--- src/rtl/fnn_pkg.sv ---
// ---------------------------------------------------------------------------
// fnn_pkg : shared layer-sequencer state type and counter-width helper
// Revision: 1.0
// ---------------------------------------------------------------------------
`default_nettype none

package fnn_pkg;

  typedef enum logic [1:0] {
    FILL   = 2'd0,
    STREAM = 2'd1,
    WAIT   = 2'd2,
    DRAIN  = 2'd3
  } seq_state_t;

  // Counter wide enough to hold the value n itself.
  function automatic int CNT_W(input int n);
    return $clog2(n + 1);
  endfunction

endpackage

`default_nettype wire

--- src/rtl/fnn_result_capture.sv ---
// ---------------------------------------------------------------------------
// fnn_result_capture : first-wins capture of per-neuron results under a mask
// Revision: 1.0
// ---------------------------------------------------------------------------
`default_nettype none

module fnn_result_capture #(
  parameter int NUM_NEURONS = 10,
  parameter int DATA_WIDTH  = 16
) (
  input  logic                              clk,
  input  logic                              rst,
  input  logic                              clear,
  input  logic                              en,
  input  logic [NUM_NEURONS-1:0]            outvalid,
  input  logic [NUM_NEURONS*DATA_WIDTH-1:0] data,
  output logic [DATA_WIDTH-1:0]             res [NUM_NEURONS],
  output logic                              all_done
);

  logic [NUM_NEURONS-1:0] mask_q, mask_d;
  logic [DATA_WIDTH-1:0]  res_q [NUM_NEURONS];
  logic [DATA_WIDTH-1:0]  res_d [NUM_NEURONS];

  always_comb begin
    mask_d = mask_q;
    res_d  = res_q;
    if (clear) begin
      mask_d = '0;
      for (int i = 0; i < NUM_NEURONS; i++) res_d[i] = '0;
    end else if (en) begin
      // Once a neuron is masked, later pulses from it are ignored.
      for (int i = 0; i < NUM_NEURONS; i++) begin
        if (outvalid[i] && !mask_q[i]) begin
          mask_d[i] = 1'b1;
          res_d[i]  = data[i*DATA_WIDTH +: DATA_WIDTH];
        end
      end
    end
  end

  always_ff @(posedge clk) begin
    if (rst) begin
      mask_q <= '0;
      for (int i = 0; i < NUM_NEURONS; i++) res_q[i] <= '0;
    end else begin
      mask_q <= mask_d;
      res_q  <= res_d;
    end
  end

  assign res      = res_q;
  assign all_done = &mask_q;

endmodule

`default_nettype wire

--- src/rtl/fnn_layer_sequencer.sv ---
// ---------------------------------------------------------------------------
// fnn_layer_sequencer : collect a vector, burst it to the neurons, gather and
//                       serialize their results.   Revision: 1.0
// ---------------------------------------------------------------------------
`default_nettype none

module fnn_layer_sequencer
  import fnn_pkg::*;
#(
  parameter int NUM_INPUTS  = 10,
  parameter int NUM_NEURONS = 10,
  parameter int DATA_WIDTH  = 16,
  parameter int WAIT_MAX    = 64
) (
  input  logic                              clk,
  input  logic                              rst,
  input  logic [DATA_WIDTH-1:0]             in_data,
  input  logic                              in_valid,
  output logic                              in_ready,
  output logic [DATA_WIDTH-1:0]             nrn_data,
  output logic                              nrn_valid,
  input  logic [NUM_NEURONS*DATA_WIDTH-1:0] nrn_out,
  input  logic [NUM_NEURONS-1:0]            nrn_outvalid,
  output logic [DATA_WIDTH-1:0]             out_data,
  output logic                              out_valid,
  input  logic                              out_ready,
  output logic                              busy,
  output logic                              err_timeout
);

  localparam int WR_W      = CNT_W(NUM_INPUTS);
  localparam int DR_W      = CNT_W(NUM_NEURONS);
  localparam int WT_W      = CNT_W(WAIT_MAX);
  localparam int IN_IDX_W  = (NUM_INPUTS  > 1) ? $clog2(NUM_INPUTS)  : 1;
  localparam int RES_IDX_W = (NUM_NEURONS > 1) ? $clog2(NUM_NEURONS) : 1;

  localparam logic [WR_W-1:0] WR_LAST = WR_W'(NUM_INPUTS - 1);
  localparam logic [DR_W-1:0] DR_LAST = DR_W'(NUM_NEURONS - 1);
  localparam logic [WT_W-1:0] WT_LAST = WT_W'(WAIT_MAX - 1);

  seq_state_t            state_q, state_d;
  logic [WR_W-1:0]       wr_cnt_q, wr_cnt_d;
  logic [WR_W-1:0]       rd_cnt_q, rd_cnt_d;
  logic [DR_W-1:0]       drain_cnt_q, drain_cnt_d;
  logic [WT_W-1:0]       wait_cnt_q, wait_cnt_d;
  logic [DATA_WIDTH-1:0] nrn_data_q, nrn_data_d;
  logic                  err_q, err_d;
  logic [DATA_WIDTH-1:0] in_buf_q [NUM_INPUTS];
  logic [DATA_WIDTH-1:0] in_buf_d [NUM_INPUTS];

  logic                  cap_clear;
  logic                  cap_en;
  logic                  cap_done;
  logic [DATA_WIDTH-1:0] res [NUM_NEURONS];
  logic [WR_W-1:0]       rd_next;

  assign rd_next = rd_cnt_q + 1'b1;
  assign cap_en  = (state_q == WAIT);

  fnn_result_capture #(
    .NUM_NEURONS (NUM_NEURONS),
    .DATA_WIDTH  (DATA_WIDTH)
  ) u_capture (
    .clk      (clk),
    .rst      (rst),
    .clear    (cap_clear),
    .en       (cap_en),
    .outvalid (nrn_outvalid),
    .data     (nrn_out),
    .res      (res),
    .all_done (cap_done)
  );

  always_comb begin
    state_d     = state_q;
    wr_cnt_d    = wr_cnt_q;
    rd_cnt_d    = rd_cnt_q;
    drain_cnt_d = drain_cnt_q;
    wait_cnt_d  = wait_cnt_q;
    nrn_data_d  = nrn_data_q;
    err_d       = err_q;
    in_buf_d    = in_buf_q;
    cap_clear   = 1'b0;
    case (state_q)
      FILL: begin
        if (in_valid) begin
          in_buf_d[wr_cnt_q[IN_IDX_W-1:0]] = in_data;
          if (wr_cnt_q == WR_LAST) begin
            wr_cnt_d   = '0;
            rd_cnt_d   = '0;
            state_d    = STREAM;
            // Preload word 0 so the burst starts the very next cycle.
            nrn_data_d = (NUM_INPUTS == 1) ? in_data : in_buf_q[0];
          end else begin
            wr_cnt_d = wr_cnt_q + 1'b1;
          end
        end
      end
      STREAM: begin
        if (rd_cnt_q == WR_LAST) begin
          state_d    = WAIT;
          rd_cnt_d   = '0;
          wait_cnt_d = '0;
          nrn_data_d = '0;
          cap_clear  = 1'b1;
        end else begin
          rd_cnt_d   = rd_next;
          nrn_data_d = in_buf_q[rd_next[IN_IDX_W-1:0]];
        end
      end
      WAIT: begin
        if (cap_done) begin
          state_d     = DRAIN;
          drain_cnt_d = '0;
          wait_cnt_d  = '0;
        end else if (wait_cnt_q == WT_LAST) begin
          err_d       = 1'b1;
          state_d     = DRAIN;
          drain_cnt_d = '0;
          wait_cnt_d  = '0;
        end else begin
          wait_cnt_d = wait_cnt_q + 1'b1;
        end
      end
      DRAIN: begin
        if (out_ready) begin
          if (drain_cnt_q == DR_LAST) begin
            state_d     = FILL;
            drain_cnt_d = '0;
            cap_clear   = 1'b1;
          end else begin
            drain_cnt_d = drain_cnt_q + 1'b1;
          end
        end
      end
      default: state_d = FILL;
    endcase
  end

  always_ff @(posedge clk) begin
    in_buf_q <= in_buf_d;
    if (rst) begin
      state_q     <= FILL;
      wr_cnt_q    <= '0;
      rd_cnt_q    <= '0;
      drain_cnt_q <= '0;
      wait_cnt_q  <= '0;
      nrn_data_q  <= '0;
      err_q       <= 1'b0;
    end else begin
      state_q     <= state_d;
      wr_cnt_q    <= wr_cnt_d;
      rd_cnt_q    <= rd_cnt_d;
      drain_cnt_q <= drain_cnt_d;
      wait_cnt_q  <= wait_cnt_d;
      nrn_data_q  <= nrn_data_d;
      err_q       <= err_d;
    end
  end

  // Handshake strobes decode straight from the state flop; res is frozen in DRAIN.
  assign in_ready    = (state_q == FILL);
  assign nrn_valid   = (state_q == STREAM);
  assign out_valid   = (state_q == DRAIN);
  assign busy        = (state_q != FILL);
  assign nrn_data    = nrn_data_q;
  assign err_timeout = err_q;
  assign out_data    = out_valid ? res[drain_cnt_q[RES_IDX_W-1:0]] : '0;

endmodule

`default_nettype wire

--- config.mk ---
export PLATFORM = sky130hd
export DESIGN_NAME = fnn_layer_sequencer
export DESIGN_NICKNAME = d
export VERILOG_FILES = /design/src/rtl/fnn_pkg.sv /design/src/rtl/fnn_result_capture.sv /design/src/rtl/fnn_layer_sequencer.sv
export SDC_FILE = /design/constraint.sdc
export NUM_CORES = 1
export LEC_CHECK = 0
export CORE_MARGIN = 3
export CORE_UTILIZATION = 49
export DETAILED_ROUTE_END_ITERATION = 8
export GPL_TIMING_DRIVEN = 0
export PLACE_DENSITY_LB_ADDON = 0.08
export SLEW_MARGIN = 20
export SYNTH_ARGS = -nofsm -noshare
export SYNTH_HDL_FRONTEND = slang
export SYNTH_SLANG_ARGS = --single-unit
--- constraint.sdc ---
create_clock -name clk -period 2.9 [get_ports clk]
set_clock_uncertainty 0.1 [all_clocks]
set_input_delay 0.29 -clock clk [delete_from_list [all_inputs] [get_ports clk]]
set_output_delay 0.29 -clock clk [all_outputs]
set_load 0.005 [all_outputs]
# ---- Word level (Yosys, flattened, before mapping)
# Cells that the tools add are included.
dict set report totals {
  reg_bits 368
  input_bits 190
  output_inout_bits 37
}
dict set report op_classes {
  add_sub_neg 4
  order_cmp 4
  eq_ne 13
  mux 40
  n_bitwise 4
  reduce_logical 44
}
# operator n
set ops {}
lappend ops {{bitwise mux 160 bit} 1}
lappend ops {{two-way mux 16 bit} 9}
lappend ops {{binary-select mux 16 bit (select 4 bit)} 2}
lappend ops {{demux 16 bit (select 4 bit)} 1}
lappend ops {{two-way mux 4 bit} 8}
lappend ops {{one-hot mux 16 bit (2 select lines)} 1}
lappend ops {{AND reduction 2 bit} 12}
lappend ops {{two-way mux 7 bit} 3}
lappend ops {{one-hot mux 4 bit (2 select lines)} 2}
lappend ops {{greater-or-equal comparator 5 bit (second input constant)} 3}
lappend ops {{NOT 4 -> 5 bit} 3}
lappend ops {{two-way mux 2 bit} 7}
lappend ops {{one-hot mux 7 bit (2 select lines)} 1}
lappend ops {{adder 4 x 1 -> 4 bit (second input constant)} 3}
lappend ops {{equality test 4 bit (second input constant)} 3}
lappend ops {{logical AND 1 bit} 11}
lappend ops {{zero test 1 bit} 10}
lappend ops {{AND reduction 10 bit} 1}
lappend ops {{AND reduction 3 bit} 3}
lappend ops {{!= test 2 x 1 -> 1 bit (second input constant)} 4}
lappend ops {{one-hot mux 2 bit (4 select lines)} 1}
lappend ops {{nonzero test 2 bit} 4}
lappend ops {{adder 7 x 1 -> 7 bit (second input constant)} 1}
lappend ops {{equality test 7 x 6 -> 1 bit (second input constant)} 1}
lappend ops {{other kinds (11)} 14}

# ---- Depth between registers and ports, before layout
dict set report depth {
  word_depth 7
  ltp_mapped 10
}

# ---- Hierarchy
# From an unflattened synthesis, not the netlist that was laid out.
dict set report hier_totals {
  cells_unflattened 1476
  area_unflattened_um2 18521.5
}
# mod n_inst cells_each area_per_inst_um2
set by_module_without_submodules {}
lappend by_module_without_submodules {fnn_layer_sequencer 1 696 9671.8}
lappend by_module_without_submodules {fnn_result_capture 1 780 8849.7}

# ---- Worst setup path before layout
# OpenSTA, ideal clock, no wires.
dict set report synth_path {
  path_kind {register -> register}
  startpoint {register state_q[0]}
  endpoint {register in_buf_q[144] in the netlist's numbering (enable)}
  setup_ps 409
  arrival_time_ps 2397
  t_required_ps 2391
  setup_slack_ps -6
  stages_incl_launch_ff 6
  path_buffers 0
  period_less_slack_ps 2906
  path_cell_list {dfxtp_1 > inv_1 > ha_1 > nand2_1 > or3_1 > nor3_1}
}
dict set report synth_between {
  elab_chain_cells 2
}
# item line
set synth_lines {}
lappend synth_lines {{from (decl)} fnn_layer_sequencer.sv:41} ;# seq_state_t state_q, state_d;
lappend synth_lines {{from (signal assigned)} fnn_layer_sequencer.sv:151} ;# state_q <= state_d;
lappend synth_lines {{zero test 2 bit} n/a}
lappend synth_lines {{net in_ready} fnn_layer_sequencer.sv:19} ;# output logic in_ready,
lappend synth_lines {{AND reduction 2 bit (no line)} n/a}
lappend synth_lines {{to (signal assigned)} fnn_layer_sequencer.sv:141} ;# in_buf_q <= in_buf_d;
lappend synth_lines {{to (decl)} fnn_layer_sequencer.sv:48} ;# logic [DATA_WIDTH-1:0] in_buf_q [NUM_INPUTS];
# The timed path passes the listed nets, and every way through them passes these cells.
# A chain may end at the register's enable or synchronous reset.

# ---- Final worst setup path
dict set report layout_path {
  startpoint {register drain_cnt_q[0]}
  endpoint {output out_data[10]}
}
dict set report layout_between {
  elab_chain_cells 5
}
# item line
set layout_lines {}
lappend layout_lines {{from (decl)} fnn_layer_sequencer.sv:44} ;# logic [DR_W-1:0] drain_cnt_q, drain_cnt_d;
lappend layout_lines {{from (signal assigned)} fnn_layer_sequencer.sv:154} ;# drain_cnt_q <= drain_cnt_d;
lappend layout_lines {{NOT 4 -> 5 bit (implied by the code)} fnn_layer_sequencer.sv:168} ;# assign out_data = out_valid ? res[drain_cnt_q[RES_IDX_W-1:0]] : '0;
lappend layout_lines {{binary-select mux 16 bit (select 4 bit)} fnn_layer_sequencer.sv:168}
lappend layout_lines {{two-way mux 16 bit (implied by the code) (2 in series)} fnn_layer_sequencer.sv:168}
lappend layout_lines {{two-way mux 16 bit} fnn_layer_sequencer.sv:168}
lappend layout_lines {{to (decl)} fnn_layer_sequencer.sv:24} ;# output logic [DATA_WIDTH-1:0] out_data,
# Every way passes these cells. The select of a mux whose other input is x is not followed.

==> impl_metrics.yaml <==
timing:
  maxSlewHeadroom: 0.4167
  worstMarginPinSlew_ns: 0.8749
  rsz0062_at_grt: "yes"
  finalHoldViolCount: 0
  period_needed_ns: 2.829
  finalSetupTns_ns: 0
  slew_viol_final: 0
  period_share: 0.9756
  max_freq_mhz: 353.4
  finalSetupViolCount: 0
logic_synthesis:
  yosysSeqAreaShare: 0.5802
  synth_seq_cells: 368
  synthesis.area_mm2: 0.01546
  yosys_warnings: 0
  synth_top_flop_cell: "dfxtp_1"
  yosysTopAreaCell: "edfxtp_1"
  synth_nets: 1661
  ys_types: 59
  synth_edf_count: 160
  yosysTopAreaCellShare: 0.3108
  ys_async_sr_fraction: 0
  ys_top_cells_by_area: "edfxtp_1 31%, dfxtp_1 27%, nand2_1 8.7%"
  syn_area_per_cell_um2: 10.58
  synthCells: 1461
hold_path:
  worst_hold_path_type: "in -> reg"
  hold_path_end: "u_capture.res[6]"
  hold_start: "nrn_out[150]"
  min_delay_path_depth: 3
setup_path:
  crit_arrival_ns: 2.44
  timing.rr.start: "state_q[0]"
  regToRegEndpoint: "in_buf_q[141]"
  timing_worst_setup_path_type: "reg -> out"
  critPathRequiredTime_ns: 2.51
  end_kind: "output pin"
  r2r_slack_ns: 0.14
  start_kind: "register"
  worstPathMaxFanout: 10
  rr_worst_depth: 6
cells_and_area:
  fin_nets: 1939
  syn_to_final_growth_pct: 29.02
  layout_common_cells: "360 x nand2_1, 210 x clkdlybuf4s50_1, 206 x dfxtp_1"
  layout.cells.most_common: "nand2_1"
  n_antenna_cell: 0
  final_util: 0.6470
  design_area_mm2: 0.01995
  fin_cells: 2164
  drive_above_1_share: 0.1357
routing:
  drtPass1Iterations: 5
  vias: 12125
  via_per_inst: 5.603
  wl_per_cell_um: 21.12
  drt_iter0_drc: 874
  route.detailed.drc: 0
  postRouteAntennaNets: 0
  drt_wl_total_um: 45700
clocking:
  clk_path_buf_depth: 3
  cts_inserted_buffers: 39
  holdBufCountCts: 0
  htreeDepth: 2
  cts_tree: "built"
  clockRootBuffer: "clkbuf_16"
  clock_sinks: 368
  clkSlewWorstSetupHoldPaths_ns: 0.06
  clock_latency_ns: 0.55
power_and_ir_drop:
  p_leak_uw: 0.006615
  p_per_area_mw_per_mm2: 590.5
  peakVddDrop_mv: 0.6563
grt:
  grt_first_pass_wirelength_um: 69250
  antenna_found_initial: 1
  grt_max_degree: 17
  overflow: 0
  grt_pass1_vias: 12228
  track_usage: 0.2670
die:
  coreArea_mm2: 0.03083
  rows: 64
  die_area_mm2: 0.03371
  ios: 227
  die_h_um: 183.6
  die_w_um: 183.6
  initial_core_util: 0.5014
job:
  cap_violations: 0
placed_design:
  dp_hpwl_um: 33900
  place_congestion: 0.9680
  place_area_mm2: 0.01838
  io_buffers: 226
  place_inst: 2093
status:
  status: "finished clean"
final cells by class:
cell class | instances | area (µm²)
Clock inverter | 14 | 176.4
Buffer | 98 | 561.8
Multi-Input combinational cell | 981 | 6173
Inverter | 13 | 48.80
Sequential cell | 368 | 8974
Tap cell | 396 | 495.5
Clock buffer | 56 | 1135
Fill cell | 2497 | 10880
Timing Repair Buffer | 238 | 2381
power by group:
part | total [µW] | switching (µW) | internal [µW]
combinational | 1050 | 555 | 498
sequential | 5660 | 67.8 | 5590
clock | 5070 | 2050 | 3020
total | 11800 | 2680 | 9100
flip-flops by register name (all words and copies together), names as in the netlist:
signal	flops
wait_cnt_q	7
in_buf_q	160
u_capture.mask_q	10
err_timeout	1
drain_cnt_q	4
rd_cnt_q	4
state_q	2
u_capture.res	160
wr_cnt_q	4
nrn_data	16
per-layer routing:
layer | track usage | wire, µm
met4 | 0.1188 | 2105
met2 | 0.4619 | 22490
met3 | 0.04650 | 3015
met5 | 0 | 17
met1 | 0.3289 | 18080
stage by stage:
stage	worst slack [ns]	total power (µW)	hold WS, ns
final	0.07063	11780	0.1970
after global routing	-0.002805	12170	0.2041
after CTS	-0.1132	11860	0.1796
after detailed placement	-0.2828	6823	0.3461
after global placement	-1.174	6756	0.3382
after floorplan	0.1785	6215	0.2889
logic make-up (layout without fill, tap and decap cells):
kind of cell / count (synthesis) / in the layout / synth area share
xor gates and xnor gates: 1 / 1 / 0.0005667
adders and majority gates: 10 / 10 / 0.008094
and+or+nand+nor: 486 / 486 / 0.1315
DFF: 368 / 368 / 0.5802
buffers and inverters: 112 / 419 / 0.03213
muxes: 132 / 132 / 0.1140
AOI/OAI and AO/OA: 352 / 352 / 0.1336
critical path, stage by stage (launching register included):
cell and delay (ns):
dfxtp_4 0.39, clkbuf_8 0.19, mux2_2 0.38, a21oi_2 0.29, o21ai_0 0.14, nand3_1 0.14, o21ai_0 0.08, dlygate4sd2_1 0.29
how the worst max path moves through the flow:
stage                               from            to  slack [ns]  cells after the start
after floorplan               state_q[0]  in_buf_q[80]        0.18                      6
after global placement        state_q[0]  in_buf_q[87]       -1.17                      6
after detailed placement  drain_cnt_q[0]   out_data[2]       -0.28                      7
after CTS                 drain_cnt_q[0]   out_data[2]       -0.11                      8
after global routing      drain_cnt_q[0]   out_data[1]      -0.003                      8
final                     drain_cnt_q[0]  out_data[10]        0.07                      7
repair_timing:
action | 4_1_cts | 5_1_grt
setup endpoints to repair | 21 | 50
pin swaps | 4 | 2
endpoints found under the hold margin | 0 | 0
buffers inserted | 2 | 0
gates resized for setup | 77 | 23
synth_stat cells, types with 4 or more instances:
master     instances
dfxtp_1          208
nor2_1            45
o21ai_0           48
mux2_2            32
or2_2             10
mux4_2            32
o221ai_1           9
a2111oi_0          4
a211oi_1           6
a22o_1            16
nand2_1          360
buf_2             22
a22oi_1           29
nor3b_1            8
inv_1             12
mux2i_1           68
nand4_1            4
clkbuf_1          65
buf_4              7
nor3_1             8
ha_1              10
nand3_1           25
edfxtp_1         160
a21oi_1          218
Power figures use the tool's default switching activity.
